--- src/rtl/ccsds_packet_parser.sv ---
// CCSDS primary-header parser: decodes the two-word header, filters packets by
// APID, flags version/length/sequence errors and forwards payload words with a
// last marker and a delivered-packet counter.
module ccsds_packet_parser #(
  parameter int          DATA_W     = 32,
  parameter int          MAX_WORDS  = 1024,
  parameter logic [10:0] APID_MASK  = 11'h000,
  parameter logic [10:0] APID_MATCH = 11'h000,
  parameter int          CNT_W      = 16
) (
  input  logic              clk,
  input  logic              reset,
  input  logic              datavalid,
  input  logic [DATA_W-1:0] data,
  output logic [DATA_W-1:0] packetdata,
  output logic              payload_valid,
  output logic              payload_last,
  output logic              hdr_valid,
  output logic [10:0]       apid,
  output logic              pkt_type,
  output logic              sec_hdr,
  output logic [1:0]        seq_flags,
  output logic [13:0]       seq_count,
  output logic              seq_err,
  output logic              len_err,
  output logic              ver_err,
  output logic              filt_drop,
  output logic [CNT_W-1:0]  pkt_cnt
);

  localparam int T = DATA_W - 1;

  typedef enum logic [1:0] {HDR0, HDR1, PAYLOAD, SKIP} state_t;

  state_t      state, state_nxt;
  logic [31:0] word0;
  logic [15:0] remain, remain_nxt;
  logic [15:0] len_field;
  logic [16:0] len_words;
  logic        seq_vld;
  logic [13:0] seq_last;
  logic        seq_gap;
  logic        word0_ld, accept, ver_nxt, len_nxt, filt_nxt, pay_nxt, last_nxt;

  // word0 is held as its top 32 bits: [31:29] version, [28] type, [27] sec_hdr,
  // [26:16] APID, [15:14] seq flags, [13:0] seq count.
  assign len_field = data[T -: 16];
  assign len_words = {1'b0, len_field} + 17'd1;
  assign seq_gap   = seq_vld && (word0[13:0] != seq_last + 14'd1);

  // State register and remaining-word counter (counts down to the final word)
  always_ff @(posedge clk) begin
    if (reset) begin
      state  <= HDR0;
      remain <= '0;
    end else begin
      state  <= state_nxt;
      remain <= remain_nxt;
    end
  end

  // Next-state decode and per-word pulse generation; idle cycles change nothing
  always_comb begin
    state_nxt  = state;
    remain_nxt = remain;
    word0_ld   = 1'b0;
    accept     = 1'b0;
    ver_nxt    = 1'b0;
    len_nxt    = 1'b0;
    filt_nxt   = 1'b0;
    pay_nxt    = 1'b0;
    last_nxt   = 1'b0;
    if (datavalid) begin
      case (state)
        HDR0: begin
          word0_ld  = 1'b1;
          state_nxt = HDR1;
        end
        HDR1: begin
          remain_nxt = len_field;
          if (word0[31:29] != 3'd0) begin
            ver_nxt   = 1'b1;
            state_nxt = SKIP;
          end else if (int'({15'd0, len_words}) > MAX_WORDS) begin
            len_nxt   = 1'b1;
            state_nxt = SKIP;
          end else if ((word0[26:16] & APID_MASK) != APID_MATCH) begin
            filt_nxt  = 1'b1;
            state_nxt = SKIP;
          end else begin
            accept    = 1'b1;
            state_nxt = PAYLOAD;
          end
        end
        PAYLOAD: begin
          pay_nxt = 1'b1;
          if (remain == 16'd0) begin
            last_nxt  = 1'b1;
            state_nxt = HDR0;
          end else begin
            remain_nxt = remain - 16'd1;
          end
        end
        SKIP: begin
          if (remain == 16'd0) state_nxt = HDR0;
          else                 remain_nxt = remain - 16'd1;
        end
        default: state_nxt = HDR0;
      endcase
    end
  end

  // Header word 0 capture
  always_ff @(posedge clk) begin
    if (word0_ld) word0 <= data[T -: 32];
  end

  // Registered outputs, sequence store and delivered-packet counter
  always_ff @(posedge clk) begin
    if (reset) begin
      packetdata    <= '0;
      payload_valid <= 1'b0;
      payload_last  <= 1'b0;
      hdr_valid     <= 1'b0;
      apid          <= '0;
      pkt_type      <= 1'b0;
      sec_hdr       <= 1'b0;
      seq_flags     <= '0;
      seq_count     <= '0;
      seq_err       <= 1'b0;
      len_err       <= 1'b0;
      ver_err       <= 1'b0;
      filt_drop     <= 1'b0;
      pkt_cnt       <= '0;
      seq_vld       <= 1'b0;
      seq_last      <= '0;
    end else begin
      payload_valid <= pay_nxt;
      payload_last  <= last_nxt;
      hdr_valid     <= accept;
      seq_err       <= accept & seq_gap;
      len_err       <= len_nxt;
      ver_err       <= ver_nxt;
      filt_drop     <= filt_nxt;
      if (pay_nxt) packetdata <= data;
      if (accept) begin
        apid      <= word0[26:16];
        pkt_type  <= word0[28];
        sec_hdr   <= word0[27];
        seq_flags <= word0[15:14];
        seq_count <= word0[13:0];
        seq_last  <= word0[13:0];
        seq_vld   <= 1'b1;
      end
      if (last_nxt && (pkt_cnt != {CNT_W{1'b1}})) pkt_cnt <= pkt_cnt + CNT_W'(1);
    end
  end

endmodule

--- config.mk ---
export PLATFORM = sky130hd
export DESIGN_NAME = ccsds_packet_parser
export DESIGN_NICKNAME = d
export VERILOG_FILES = /design/src/rtl/ccsds_packet_parser.sv
export SDC_FILE = /design/constraint.sdc
export NUM_CORES = 1
export LEC_CHECK = 0
export ABC_AREA = 0
export CAP_MARGIN = 20
export CORE_MARGIN = 10
export CORE_UTILIZATION = 33
export DETAILED_ROUTE_END_ITERATION = 16
export PLACE_DENSITY = 0.65
export REMOVE_ABC_BUFFERS = 1
export SYNTH_ARGS = -nofsm -noshare
export SYNTH_HDL_FRONTEND = slang
export SYNTH_SLANG_ARGS = --single-unit
--- constraint.sdc ---
create_clock -name clk -period 5.7 [get_ports clk]
set_input_delay 1.14 -clock clk [delete_from_list [all_inputs] [get_ports clk]]
set_output_delay 1.14 -clock clk [all_outputs]
set_load 0.02 [all_outputs]
==> results.py, run 1 <==
metrics = {
    "timing": {
        "clock_skew_ns": 0.0128,
        "fin_ws_ns": 2.43,
        "worstMarginPinSlew_ns": 1.04,
        "rsz0062_at_grt": "false",
        "finalHoldViolCount": 0,
        "finalSetupViolCount": 0,
        "finalCritPeriodShare_pct": 57.3,
        "fin_tns_setup_ns": 0,
        "period_needed_ns": 3.27,
        "slew_viol_final": 0,
        "maxSlewHeadroom_pct": 30.7,
        "clock.fmax_mhz": 306,
    },
    "route": {
        "drt_iter0_markers": 266,
        "totalWireLength_mm": 15.7,
        "vias_per_cell": 4.98,
        "drc": 0,
        "via_count": 4810,
        "wl_per_cell_um": 16.3,
        "ant_nets": 0,
        "dr.pass1.iters": 4,
    },
    "finish": {
        "layout_common_cells": "155 x nand2_1, 116 x clkdlybuf4s50_1, 102 x dfxtp_1",
        "fillerInstances": 1659,
        "stdcell_area_um2": 7540,
        "area.growth.synth_to_final_pct": 34.6,
        "nNetsFinal": 771,
        "drive_above_1_share_pct": 6.44,
        "fin_cells": 965,
        "mostFrequentLayoutCell": "nand2_1",
        "n_antenna_cell": 0,
    },
    "clock_tree": {
        "cts_made_buffers": 17,
        "cts_buffer_depth": 2,
        "hold_buffers": 0,
        "postCtsSetupRepairBufs": 0,
        "htreeDepth": 4,
        "cts_tree": "done",
        "cts_resized": 0,
        "clock-sinks": 134,
        "cts_root_buffer": "clkbuf_16",
        "cts.clk_slew.worst_paths_ns": 0.05,
        "clk_latency_ns": 0.42,
    },
    "logic_synthesis": {
        "ys_seq_elements": 134,
        "synthCells": 627,
        "synthTopCellsByArea": "dfxtp_1 36%, edfxtp_1 17%, nand2_1 10%",
        "yosys.area.top_type": "dfxtp_1",
        "postSynthAreaPerCell_um2": 8.93,
        "ys_types": 57,
        "synth_edf_count": 32,
        "synth.yosys.seq_area_share_pct": 53.6,
        "ys_warn_count": 0,
        "ys_async_sr_fraction_pct": 0,
        "synth.top_cell.area_share_pct": 36.5,
        "netlist_area_um2": 5600,
        "synthFlopType": "dfxtp_1",
    },
    "placement": {
        "dpl_cell_area_um2": 6940,
        "hpwlAfterDp_mm": 10.4,
        "port_buffers": 117,
        "numPlacedInstances": 934,
        "gp_congestion": 0.822,
        "place_ws_ns": 2.00,
    },
    "worst_setup_path": {
        "r2r_setup_slack_ns": 2.87,
        "crit_path_max_fanout": 35,
        "startpoint": "datavalid",
        "crit_type": "input pin to register",
        "start_kind": "input pin",
        "r2r_cells": 6,
        "r2r_end": "pkt_cnt[11]",
        "cp.required_ns": 5.97,
        "worstPathArrival_ns": 3.54,
        "crit_path_end": "pkt_cnt[11]",
        "end_kind": "register",
        "r2r-start": "state[1]",
    },
    "die": {
        "dieHeight_um": 150,
        "die_w_um": 150,
        "dieArea_um2": 22600,
        "std_cell_rows": 47,
        "start_util_pct": 33.8,
        "core_um2": 16600,
        "io_pins": 119,
    },
    "power_and_ir_drop": {
        "worst_ir_drop_vdd_mv": 0.222,
        "powerDensity_nw_per_um2": 318,
        "leakage_nw": 2.47,
    },
    "global_route": {
        "overflow": 0,
        "grt_max_degree": 64,
        "grt_antenna_before_repair": 0,
        "grtUsageTotal_pct": 13.9,
        "grt_pass1_vias": 4718,
        "grt_first_pass_wirelength_mm": 25.0,
    },
    "hold_path": {
        "worstHoldPathType": "register to register",
        "hold_depth": 2,
    },
    "run": {
        "drv_cap": 0,
    },
    "run_status": {
        "status": "completed",
    },
}
sequential cells by signal (all words and copies together), names as in the netlist:
signal and flops:
payload_last 1, payload_valid 1, packetdata 32, len_err 1, seq_vld 1, hdr_valid 1
state 2, seq_flags 2, remain 16, apid 11, pkt_type 1, sec_hdr 1
seq_err 1, word0 32, seq_last 14, ver_err 1, pkt_cnt 16
layer usage:
| layer | vias to the layer above | part of all wire (%) | GRT usage, % |
|---|---|---|---|
| li1 | 2411 | - | - |
| met1 | 2262 | 46 | 17.6 |
| met2 | 129 | 46 | 21.9 |
| met3 | 8 | 7.2 | 5.01 |
| met4 | 0 | 0.73 | 3.55 |
| met5 | - | 0 | 0 |
cell usage after synthesis (3+ instances only):
cell      count
mux2i_1       3
and4_1        4
o31ai_1       3
and3_1        4
or4b_1        3
a21oi_1      81
a31oi_1       7
nand3_1      12
nand2b_1      3
xor2_1       17
nand4_1      11
edfxtp_1     32
o21ai_0      17
or4_1         3
ha_1          3
buf_2         9
nand2_1     155
dfxtp_1     102
or3_1         5
nor3_1       12
nor4_1        6
xnor2_1      14
nor2_1       41
clkbuf_1     22
nor3_2        4
a22oi_1       5
nor2b_1       3
inv_1         7
metrics by stage:
stage          hold slack [ns]  power [mW]  utilization (%)
2_1_floorplan            0.412        1.19                -
3_3_place_gp             0.441        1.30             41.8
3_5_place_dp             0.446        1.30             41.8
4_1_cts                  0.454        2.42             45.5
5_1_grt                  0.466        2.49             45.5
6_report                 0.451        2.39             45.5
kinds of logic (layout without fill, tap and decap cells):
group	count (synthesis)	in the layout	share of synthesized area (%)
and+or+nand+nor	278	278	23.1
adders and majority gates	3	3	0.670
other	1	1	0.0669
DFF	134	134	53.6
xor gates and xnor gates	31	31	4.85
buffers and inverters	41	159	3.08
muxes	3	3	0.536
AOI/OAI and AO/OA	136	136	14.0
power breakdown:
part,total (mW),internal (mW),switching [mW]
sequential,1.04,1.01,0.0310
combinational,0.233,0.0880,0.145
clock,1.12,0.718,0.400
total,2.39,1.82,0.576
worst min-delay path by stage:
stage,startpoint,end,slack [ns]
finish,pkt_type,pkt_type,0.45
global route,packetdata[11],packetdata[11],0.47
CTS,pkt_type,pkt_type,0.45
detailed placement,packetdata[7],packetdata[7],0.45
global placement,packetdata[8],packetdata[8],0.44
floorplan,seq_vld,seq_err,0.41
worst max-delay path: stages:
cell,delay (ns)
clkdlybuf4s50_1,0.67
nand2_1,0.18
or2_2,0.66
nor3_2,0.51
nand4_1,0.17
xor2_1,0.15
nor2_1,0.06
layout make-up:
class | count | area [um^2] | share of cell area, %
Multi-Input combinational cell | 452 | 2440 | 32.3
Inverter | 7 | 26.3 | 0.348
Timing Repair Buffer | 121 | 1200 | 15.9
Tap cell | 220 | 275 | 3.65
Clock inverter | 9 | 126 | 1.68
Clock buffer | 22 | 474 | 6.29
Sequential cell | 134 | 3000 | 39.8
Power figures use the tool's default switching activity.
==> run 2: changes to the inputs <==
Settings changed: PLACE_DENSITY 0.65 to 0.67.
Clock period 5.7 ns to 2.6 ns, I/O delays scaled along.
==> run 2 against run 1 <==
Power grew 120%. Sequential cell count is the same. Die area is the same. Count of clock-buffer cells in the layout shrank 2.
==> results.py, run 2 (synthesized netlist as in run 1, its figures left out) <==
metrics = {
    "worst_setup_path": {
        "worst_path_largest_cell_delay_ns": 0.37,
        "cp_slowest_cell": "nor2_2",
        "crit_type": "register to register",
        "cp_cell_sequence": "inv_1, ha_1, nor3b_2, nand4_2, nor2_2, nor2_1, a222oi_1, nor2_1",
        "end_kind": "register",
        "cp.buffers_inverters": 1,
        "cpLargestDelayFamily": "simple AND/OR/NAND/NOR gates",
        "worstPathArrival_ns": 2.51,
        "crit_path_max_fanout": 9,
        "cp.required_ns": 2.87,
        "cpMostUsedCell": "nor2_1",
        "start_kind": "register",
    },
    "placement": {
        "dpl_cell_area_um2": 7130,
        "place_ws_ns": 0.0758,
        "port_buffers": 117,
        "gp_congestion": 0.858,
        "numPlacedInstances": 954,
        "hpwlAfterDp_mm": 10.9,
    },
    "route": {
        "totalWireLength_mm": 15.4,
        "ant_nets": 0,
        "vias_per_cell": 4.96,
        "drt_iter0_markers": 227,
        "dr.pass1.iters": 4,
        "wl_per_cell_um": 15.6,
        "via_count": 4884,
        "drc": 0,
    },
    "clock_tree": {
        "postCtsSetupRepairBufs": 0,
        "cts_buffer_depth": 2,
        "cts.clk_slew.worst_paths_ns": 0.06,
        "cts_made_buffers": 17,
        "clock-sinks": 134,
        "cts_tree": "done",
        "cts_resized": 0,
        "clk_latency_ns": 0.42,
        "cts_root_buffer": "clkbuf_16",
        "htreeDepth": 4,
        "hold_buffers": 0,
    },
    "die": {
        "dieArea_um2": 22600,
        "start_util_pct": 33.8,
        "dieHeight_um": 150,
        "io_pins": 119,
        "std_cell_rows": 47,
        "core_um2": 16600,
        "die_w_um": 150,
    },
    "global_route": {
        "grtUsageTotal_pct": 13.5,
        "grt_antenna_before_repair": 0,
        "overflow": 0,
        "grt_first_pass_wirelength_mm": 24.4,
        "grt_pass1_vias": 4651,
        "grt_max_degree": 60,
    },
    "finish": {
        "nNetsFinal": 791,
        "fillerInstances": 1630,
        "largestRegisters": "packetdata (32), word0 (32)",
        "mostFrequentLayoutCell": "nand2_1",
        "layout_common_cells": "155 x nand2_1, 116 x clkdlybuf4s50_1, 102 x dfxtp_1",
        "stdcell_area_um2": 7710,
        "n_antenna_cell": 0,
        "drive_above_1_share_pct": 9.02,
        "multi_input_area_um2": 2440,
        "fin_cells": 985,
        "seqCellArea_um2": 3000,
        "area.growth.synth_to_final_pct": 37.6,
    },
    "run_status": {
        "status": "completed",
    },
    "timing": {
        "clock_skew_ns": 0.00868,
        "finalCritPeriodShare_pct": 85.8,
        "fin_ws_ns": 0.370,
        "period_needed_ns": 2.23,
        "finalSetupViolCount": 0,
        "rsz0062_at_grt": "false",
        "finalHoldViolCount": 0,
        "maxSlewHeadroom_pct": 55.0,
        "worstMarginPinSlew_ns": 0.675,
        "clock.fmax_mhz": 448,
        "slew_viol_final": 0,
        "fin_tns_setup_ns": 0,
    },
    "power_and_ir_drop": {
        "powerDensity_nw_per_um2": 673,
        "leakage_nw": 2.56,
        "worst_ir_drop_vdd_mv": 0.490,
    },
    "hold_path": {
        "worstHoldPathType": "register to register",
    },
    "run": {
        "drv_cap": 0,
    },
}
-- run 2: worst min-delay path, cell delays in order, from the launching register on --
cell and delay (ns):
dfxtp_1 0.30, nand2_1 0.05, a21oi_1 0.05
-- run 2: cell type report --
type / instances / share of cell area [%]
clock buffers: 20 / 5.92
clock inverters: 11 / 1.64
inverters: 7 / 0.341
multi-input cells: 452 / 31.6
flip-flops and latches: 134 / 38.9
well taps: 220 / 3.57
repair buffers: 141 / 18.0
-- run 2: report_power, final --
part           switching (mW)  internal [mW]  total (mW)
Sequential             0.0643           2.22        2.28
Combinational           0.320          0.228       0.548
Clock                   0.898           1.46        2.36
Total                    1.28           3.90        5.19
-- run 2: worst paths after layout --
kind                               startpoint       endpoint  slack, ns  depth (start not counted)
worst min register to register  packetdata[8]  packetdata[8]       0.45                          2
worst max-delay path                remain[0]      remain[8]       0.37                          8
worst min-delay path            packetdata[8]  packetdata[8]       0.45                          2
worst max register to register      remain[0]      remain[8]       0.37                          8
-- run 2: stage by stage --
step,hold slack (ns),util [%],total power [mW]
final,0.451,46.5,5.19
after global routing,0.473,46.5,5.40
after CTS,0.455,46.5,5.24
after detailed placement,0.447,43.0,2.88
after global placement,0.441,43.0,2.87
after floorplan,0.412,-,2.61
-- run 2: per-layer routing --
metal,wire length (um),track usage (%),vias up
met3,1390,5.70,11
met5,0,0,-
met4,103,2.92,0
li1,-,-,2440
met2,6870,21.1,150
met1,7010,16.9,2283
==> run 3: changes to the inputs <==
Settings changed: CORE_MARGIN 10 to 1.
==> run 3 against run 2 <==
Critical path type unchanged. Sequential power is essentially flat. Hold slack lost 0.0095 ns. Die area shrank 23%. Sequential cell count is the same. Register-to-register slack lost 0.03 ns. Cell area is essentially flat. Fmax shrank 1.1%. Count of clock-buffer cells in the layout shrank 1. Global-route usage grew 3.5 points. Non-clock buffer count shrank 1. Highest routed layer unchanged. Cell count is the same. Largest cell class unchanged.
==> results.py, run 3 (synthesized netlist as in run 1, its figures left out) <==
metrics = {
    "run_status": {
        "status": "completed",
    },
    "route": {
        "wl_per_cell_um": 14.7,
        "drc": 0,
        "totalWireLength_mm": 14.5,
        "vias_per_cell": 4.94,
        "drt_iter0_markers": 377,
        "ant_nets": 0,
        "via_count": 4864,
        "dr.pass1.iters": 4,
    },
    "power_and_ir_drop": {
        "combPwrFrac_pct": 10.4,
        "power_frac_clock_pct": 46.2,
        "worst_ir_drop_vdd_mv": 0.527,
        "p_sw_share_pct": 25.5,
        "powerDensity_nw_per_um2": 681,
        "seqPwrFrac_pct": 43.4,
        "p_int_mw": 3.92,
        "leakage_nw": 2.57,
        "power_switching_mw": 1.34,
    },
    "placement": {
        "hpwlAfterDp_mm": 9.56,
        "dpl_cell_area_um2": 7120,
        "gp_congestion": 0.824,
        "place_ws_ns": 0.0703,
        "port_buffers": 117,
    },
    "timing": {
        "period_needed_ns": 2.26,
        "worstMarginPinSlew_ns": 0.837,
        "finalHoldViolCount": 0,
        "clock_skew_ns": 0.00727,
        "fin_tns_setup_ns": 0,
        "fin_ws_ns": 0.344,
        "timing.hold.ws_ns": 0.441,
        "finalCritPeriodShare_pct": 86.8,
        "rsz0062_at_grt": "false",
        "maxSlewHeadroom_pct": 44.2,
        "clock.fmax_mhz": 443,
        "finalSetupViolCount": 0,
        "slew_viol_final": 0,
    },
    "clock_tree": {
        "cts_made_buffers": 17,
        "cts.clk_slew.worst_paths_ns": 0.06,
        "hold_buffers": 0,
        "cts_tree": "done",
        "cts_resized": 0,
        "postCtsSetupRepairBufs": 0,
        "cts_buffer_depth": 2,
        "cts_root_buffer": "clkbuf_16",
        "htreeDepth": 4,
        "clock-sinks": 134,
        "clk_latency_ns": 0.42,
    },
    "worst_setup_path": {
        "cpMostUsedCell": "nor2_1",
        "crit_type": "register to register",
        "startpoint": "remain[0]",
        "cp_slowest_cell": "nor2_2",
        "worst_path_largest_cell_delay_ns": 0.40,
        "cpLargestDelayFamily": "simple AND/OR/NAND/NOR gates",
        "cp_cell_sequence": "inv_1, ha_1, nor3b_2, nand4_2, nor2_2, nor2_1, a222oi_1, nor2_1",
        "cp.required_ns": 2.88,
        "start_kind": "register",
        "cp.buffers_inverters": 1,
        "worstPathArrival_ns": 2.53,
        "r2r-start": "remain[0]",
        "end_kind": "register",
        "crit_path_max_fanout": 9,
    },
    "die": {
        "start_util_pct": 33.8,
        "die_w_um": 132,
        "dieArea_um2": 17500,
        "io_pins": 119,
        "std_cell_rows": 47,
        "dieHeight_um": 132,
        "core_um2": 16600,
    },
    "finish": {
        "drive_above_1_share_pct": 9.15,
        "largestRegisters": "packetdata (32), word0 (32)",
        "post-route-util_pct": 46.5,
        "fillerInstances": 1601,
        "layout_common_cells": "155 x nand2_1, 116 x clkdlybuf4s50_1, 102 x dfxtp_1",
        "area.growth.synth_to_final_pct": 37.8,
        "mostFrequentLayoutCell": "nand2_1",
        "n_antenna_cell": 0,
        "stdcell_area_um2": 7720,
        "nNetsFinal": 790,
    },
    "global_route": {
        "grt_first_pass_wirelength_mm": 23.4,
        "grt_antenna_before_repair": 0,
        "grtUsageTotal_pct": 16.9,
        "grt_pass1_vias": 4426,
        "grt_max_degree": 75,
        "overflow": 0,
    },
    "hold_path": {
        "hold_path.startpoint": "seq_vld",
        "worstHoldPathType": "register to register",
    },
    "run": {
        "drv_cap": 0,
    },
}
run 3: layer usage:
layer  GRT usage (%)  share of wire [%]  vias up
met4            6.13               0.97        0
met1            22.7                 48     2287
li1                -                  -     2443
met2            26.8                 46      123
met5               0                  0        -
met3            3.69                5.3       11
run 3: path summary, 6_finish.rpt:
kind	depth (start not counted)	end	slack, ns
max	8	remain[8]	0.34
min	2	seq_err	0.44
max reg2reg	8	remain[8]	0.34
min reg2reg	2	seq_err	0.44
run 3: worst register-to-register path, cell delays in order, from the launching register on:
cell      delay [ns]
dfxtp_1         0.35
inv_1           0.09
ha_1            0.20
nor3b_2         0.26
nand4_2         0.27
nor2_2          0.40
nor2_1          0.18
a222oi_1        0.30
nor2_1          0.06
run 3: metrics by stage:
stage | power (mW) | std cells
after global routing | 5.48 | 985
final | 5.26 | 985
after global placement | 2.87 | 953
after detailed placement | 2.87 | 953
after floorplan | 2.61 | 593
after CTS | 5.31 | 985
run 3: final cells by class:
| type | count | area, um^2 | area share, % |
|---|---|---|---|
| Inverter | 7 | 26.3 | 0.340 |
| Clock buffer | 19 | 453 | 5.87 |
| Clock inverter | 13 | 145 | 1.88 |
| Multi-Input combinational cell | 452 | 2440 | 31.6 |
| Timing Repair Buffer | 140 | 1380 | 17.9 |
| Sequential cell | 134 | 3000 | 38.9 |
| Tap cell | 220 | 275 | 3.57 |
run 3: power by group through the flow:
stage                     Sequential (mW)  Combinational [mW]  Clock [mW]
after floorplan                      2.33               0.279           0
after global placement               2.32               0.551           0
after detailed placement             2.32               0.551           0
after CTS                            2.28               0.554        2.48
after global routing                 2.29               0.608        2.58
final                                2.28               0.550        2.43
